File: src/rtl/lightpipe_xmit.sv
// ADAT lightpipe transmitter: captures eight 24-bit channels plus 4 user bits once per
// 256-bit frame and NRZI-encodes the serialized frame onto adat, one bit per mclk.
module lightpipe_xmit (
    input  logic        mclk,
    input  logic        rst,
    input  logic [23:0] chan1,
    input  logic [23:0] chan2,
    input  logic [23:0] chan3,
    input  logic [23:0] chan4,
    input  logic [23:0] chan5,
    input  logic [23:0] chan6,
    input  logic [23:0] chan7,
    input  logic [23:0] chan8,
    input  logic [3:0]  user,
    output logic        adat,
    output logic        wclk,
    output logic        smp
);

    logic [7:0]  bitcnt_q, bitcnt_d;
    logic [23:0] chan_q [8];
    logic [23:0] chan_in [8];
    logic [3:0]  user_q;
    logic        adat_q, adat_d;
    logic        wclk_q;
    logic        smp_q;
    logic [255:0] frame_bits;

    assign chan_in[0] = chan1;
    assign chan_in[1] = chan2;
    assign chan_in[2] = chan3;
    assign chan_in[3] = chan4;
    assign chan_in[4] = chan5;
    assign chan_in[5] = chan6;
    assign chan_in[6] = chan7;
    assign chan_in[7] = chan8;

    // The whole frame is pure wiring from the shadow registers; bitcnt just selects a bit.
    assign frame_bits[9:0]  = '0;
    assign frame_bits[10]   = 1'b1;
    assign frame_bits[255]  = 1'b1;

    for (genvar u = 0; u < 4; u++) begin : g_user
        assign frame_bits[11 + u] = user_q[3 - u];
    end

    for (genvar k = 0; k < 48; k++) begin : g_nibble
        assign frame_bits[15 + 5*k] = 1'b1;
        for (genvar b = 0; b < 4; b++) begin : g_bit
            assign frame_bits[16 + 5*k + b] = chan_q[k/6][23 - 4*(k%6) - b];
        end
    end

    assign bitcnt_d = bitcnt_q + 8'd1;
    assign adat_d   = adat_q ^ frame_bits[bitcnt_q];

    // NOTE: all state below uses non-blocking assignments so every register samples
    // pre-edge values, independent of statement order.
    always_ff @(posedge mclk or posedge rst) begin
        if (rst) begin
            bitcnt_q <= '0;
            // NOTE: the shadows are reset like any other register so the first frame
            // after reset carries all-zero data rather than stale samples.
            for (int c = 0; c < 8; c++) begin
                chan_q[c] <= '0;
            end
            user_q <= '0;
            adat_q <= 1'b0;
            wclk_q <= 1'b0;
            smp_q  <= 1'b0;
        end else begin
            bitcnt_q <= bitcnt_d;
            if (bitcnt_q == 8'd255) begin
                for (int c = 0; c < 8; c++) begin
                    chan_q[c] <= chan_in[c];
                end
                user_q <= user;
            end
            adat_q <= adat_d;
            wclk_q <= (bitcnt_d < 8'd128);
            smp_q  <= (bitcnt_q == 8'd255);
        end
    end

    assign adat = adat_q;
    assign wclk = wclk_q;
    assign smp  = smp_q;

endmodule

File: config.mk
export PLATFORM = sky130hd
export DESIGN_NAME = lightpipe_xmit
export DESIGN_NICKNAME = d
export VERILOG_FILES = /design/src/rtl/lightpipe_xmit.sv
export SDC_FILE = /design/constraint.sdc
export NUM_CORES = 1
export LEC_CHECK = 0
export ABC_CLOCK_PERIOD_IN_PS = 22700
export BUFFER_PORTS_ARGS = -buffer_cell sky130_fd_sc_hd__buf_2
export CORE_ASPECT_RATIO = 2
export CORE_UTILIZATION = 55
export DETAILED_ROUTE_END_ITERATION = 10
export PLACE_DENSITY = 0.9
export REMOVE_ABC_BUFFERS = 1
export SLEW_MARGIN = 20
export SYNTH_ARGS = -nofsm -noshare
export SYNTH_HDL_FRONTEND = slang
export SYNTH_SLANG_ARGS = --single-unit
File: constraint.sdc
create_clock -name mclk -period 22.7 [get_ports mclk]
set_input_delay 5.675 -clock mclk [delete_from_list [all_inputs] [get_ports mclk]]
set_output_delay 5.675 -clock mclk [all_outputs]
set_load 0.05 [all_outputs]
# Word level (Yosys, flattened, before mapping)
# Index checks and enable logic that the tools add are counted.
[totals] register_bits=207 output_inout_bits=3 elab_cells=20 input_bits=198
[classes] bitwise=1 add_sub_neg=1 n_eq_ne=1 magnitude_cmp=2 muxes=2
[op_table] operator="8-bit by 9-bit < comparator with 1-bit output (second input constant)" count=1
[op_table] operator="8-bit by 1-bit adder with 8-bit output (second input constant)" count=1
[op_table] operator="1-bit binary-select mux with 8-bit select" count=1
[op_table] operator="8-bit equality test (second input constant)" count=1
[op_table] operator="8-bit < comparator (second input constant)" count=1
[op_table] operator="1-bit two-way mux" count=1
[op_table] operator="1-bit XOR" count=1

# Logic depth before layout (Yosys ltp)
[depth] ltp_word=3 depth_mapped=11 ltp_nobuf=7

# Least setup slack after synthesis
# OpenSTA, ideal clock, no wires.
[synth_path] kind="flip-flop to output port" startpoint="register adat_q, in the netlist adat" endpoint="output port adat" slack_ns=16.412 stages_incl_launch_ff=1 n_path_buf=0 arrival_ns=0.613 required_ns=17.025 path_cell_list="dfrtp_1"
[synth_rtl] element="start, declared" line_no="24" rtl="logic adat_q, adat_d;"
[synth_rtl] element="start signal, assigned" line_no="79" rtl="adat_q <= adat_d;"
[synth_rtl] element="end, declared" line_no="15" rtl="output logic adat,"
# No word-level cell between the ends.

# Worst setup path in the final report
[layout_path] startpoint="register adat_q, in the netlist adat" endpoint="output port adat"
# No word-level cell between the ends.

==> impl_metrics.tcl <==
set metrics [dict create \
    grt_pass1_vias 6931 \
    synth-edff-count 0 \
    slowest_stage "dfrtp_1" \
    r2r-end "chan_q[191]" \
    synthTopCellsByCount "mux2_2, dfrtp_1, mux2i_1" \
    core_area_sq_mm 0.0172 \
    period_needed_ns 6.80 \
    place_hpwl_microns 15800 \
    worstPathArrival_ns 1.13 \
    initial_core_util 0.559 \
    avgSynthCellArea_sq_um 13.8 \
    startpoint_type "flop" \
    drive_gt1_frac 0.533 \
    place.gp.congestion 0.806 \
    crit_fanout 2 \
    worstPathRequired_ns 17.02 \
    track_usage 0.262 \
    first_iter_violations 244 \
    antenna_found_initial 1 \
    ctsResizeCount 0 \
    reg2reg_from "bitcnt_q[0]" \
    fin_util 0.658 \
    seq_area_frac_synth 0.539 \
    std_cell_rows 68 \
    min_path_type "reg2reg" \
    netlist_instances 695 \
    synth_area_sq_mm 0.00961 \
    cts.htree.levels 1 \
    cts_buffer_depth 3 \
    ys_ff_latch 207 \
    synthFlopType "dfrtp_1" \
    overflow 0 \
    postSynth.asyncResetShare 1.00 \
    hold_end "adat" \
    clock_skew_ns 0.00917 \
    nets 1071 \
    synth.largest_area_cell "dfrtp_1" \
    ys.warnings.count 0 \
    critPathTopFamily "flip-flops" \
    cts_root_buf "clkbuf_16" \
    ant_nets 0 \
    vias 6456 \
    first_pass_iters 4 \
    cts_post_setup_buffers_inserted 0 \
    cts_buffers 20 \
    p_per_area_mw_per_mm2 64.4 \
    setup_viol 0 \
    drc 0 \
    slew_viol_final 0 \
    synth.top_cell.area_share 0.539 \
    status "complete, no violations" \
    clock.fmax_mhz 147 \
    syn2layout_area_growth_pct 17.8 \
    placed_cell_area_sq_mm 0.0107 \
    synth_cell_type_count 63 \
    wl_per_cell_microns 21.1 \
    fin_crit_sh 0.300 \
    grt_pass1_wl_microns 35600 \
    path_class "reg2out" \
    ctsHoldBuffers 0 \
    numPortBuffers 200 \
    finalPower_w 0.000729 \
    die_h_microns 189 \
    hold_depth 1 \
    rsz0062_at_grt "no" \
    via_per_inst 5.89 \
    yosysMostFrequentCell "mux2_2" \
    routed_wl_microns 23200 \
    synthTopCellsByArea "dfrtp_1, mux2_2, mux2i_1, mux4_2, buf_2" \
    cp-end-kind "output port" \
    peakVddDrop_mv 0.0610 \
    insertion_delay_ns 0.49 \
    worst-path-buf-inv 1 \
    rrSetupSlack_ns 19.00 \
    min_from "adat" \
    hold_viol_final 0 \
    r2r_cells 6 \
    cts_tree "built" \
    crit_chain "buf_2" \
    dieWidth_microns 95.5 \
    leakagePower_nw 6.02 \
    grt_start_max_net_pins 120 \
    fin_tns_setup_ns 0 \
    tightestPinTransition_ns 0.979 \
    numClockSinks 207 \
    maxSlewHeadroom 0.347 \
    io-pin-count 201 \
    final_design_area_no_fill_sq_mm 0.0113 \
    cts.clk_slew.worst_paths_ns 0.07 \
    max_stage_delay_ns 0.37 \
    max_cap_violations 0 \
    fp.dieArea_sq_mm 0.0180 \
]
cells by family (layout without fill, tap and decap cells):
kind of cell / Yosys count / in the layout / share of synthesized area
compound gates: 93 / 93 / 0.0752
xor+xnor: 7 / 7 / 0.00638
fa+ha+maj: 1 / 1 / 0.00130
buf+inv: 58 / 249 / 0.0326
flops: 207 / 207 / 0.539
mux: 261 / 261 / 0.309
other cells: 0 / 1 / 0
simple gates: 68 / 68 / 0.0359
layout make-up:
cell class                      count  area (sq um)
Timing Repair Buffer              207          1060
Antenna cell                        1          2.50
Multi-Input combinational cell    430          4120
Fill cell                        1269          5870
Inverter                            6          30.0
Clock inverter                     10          83.8
Tap cell                          210           263
Clock buffer                       26           574
Sequential cell                   207          5190
power by group:
part / leakage (nW) / total [W] / internal [W] / switching, W
Combinational: 2.83 / 0.0000263 / 0.0000123 / 0.0000140
Sequential: 2.87 / 0.000369 / 0.000369 / 0
Clock: 0.325 / 0.000334 / 0.000191 / 0.000143
registers in the layout, indices dropped and copies added, names as in the netlist:
name and cells:
bitcnt_q 8, wclk 1, adat 1, user_q 4, smp 1, chan_q 192
worst reg2reg max path: cells and delay by family, from the launching register on:
family | cells | cell delay [ns]
buf+inv | 2 | 1.58
fa+ha+maj | 1 | 0.33
flops | 1 | 0.80
mux | 1 | 0.46
simple gates | 2 | 0.40
cell usage in the layout (no fill, tap or decap), types with 6 or more instances in the layout:
cell type | Yosys | routed
mux2_2 | 211 | 211
dfrtp_1 | 207 | 204
buf_2 | 25 | 200
mux2i_1 | 36 | 36
clkbuf_16 | 0 | 21
nand2_1 | 18 | 18
a21oi_1 | 14 | 14
o221ai_1 | 10 | 10
nor2_1 | 9 | 9
nor3_1 | 9 | 9
a211oi_1 | 8 | 8
mux2_1 | 7 | 7
nor2b_1 | 7 | 7
mux4_2 | 7 | 7
nand3_1 | 6 | 6
a211o_1 | 6 | 6
o21ai_0 | 6 | 6
clkinv_2 | 0 | 6
buf_4 | 4 | 6
metal layers:
metal  vias up  part of all wire  track usage
met4         0             0.051        0.143
met2       193              0.55        0.467
met5         -                 0            0
met1      3273              0.36        0.298
met3        67             0.041       0.0301
li1       2923                 -            -
metrics by stage:
step,hold slack (ns),instances,setup WS (ns)
final,0.477,1097,15.90
after global routing,0.496,1097,15.69
after CTS,0.480,1096,15.50
after detailed placement,0.472,1060,14.98
after global placement,0.459,1060,15.03
after floorplan,0.472,643,11.10
how the worst max path moves through the flow:
stage	from	end	cells after the start
4_1_cts	rst	bitcnt_q[0]	3
6_report	adat	adat	1
3_3_place_gp	rst	bitcnt_q[0]	3
3_5_place_dp	rst	bitcnt_q[0]	3
2_1_floorplan	bitcnt_q[0]	chan_q[0]	4
5_1_grt	rst	bitcnt_q[0]	3
(Power assumes the default switching activity.)
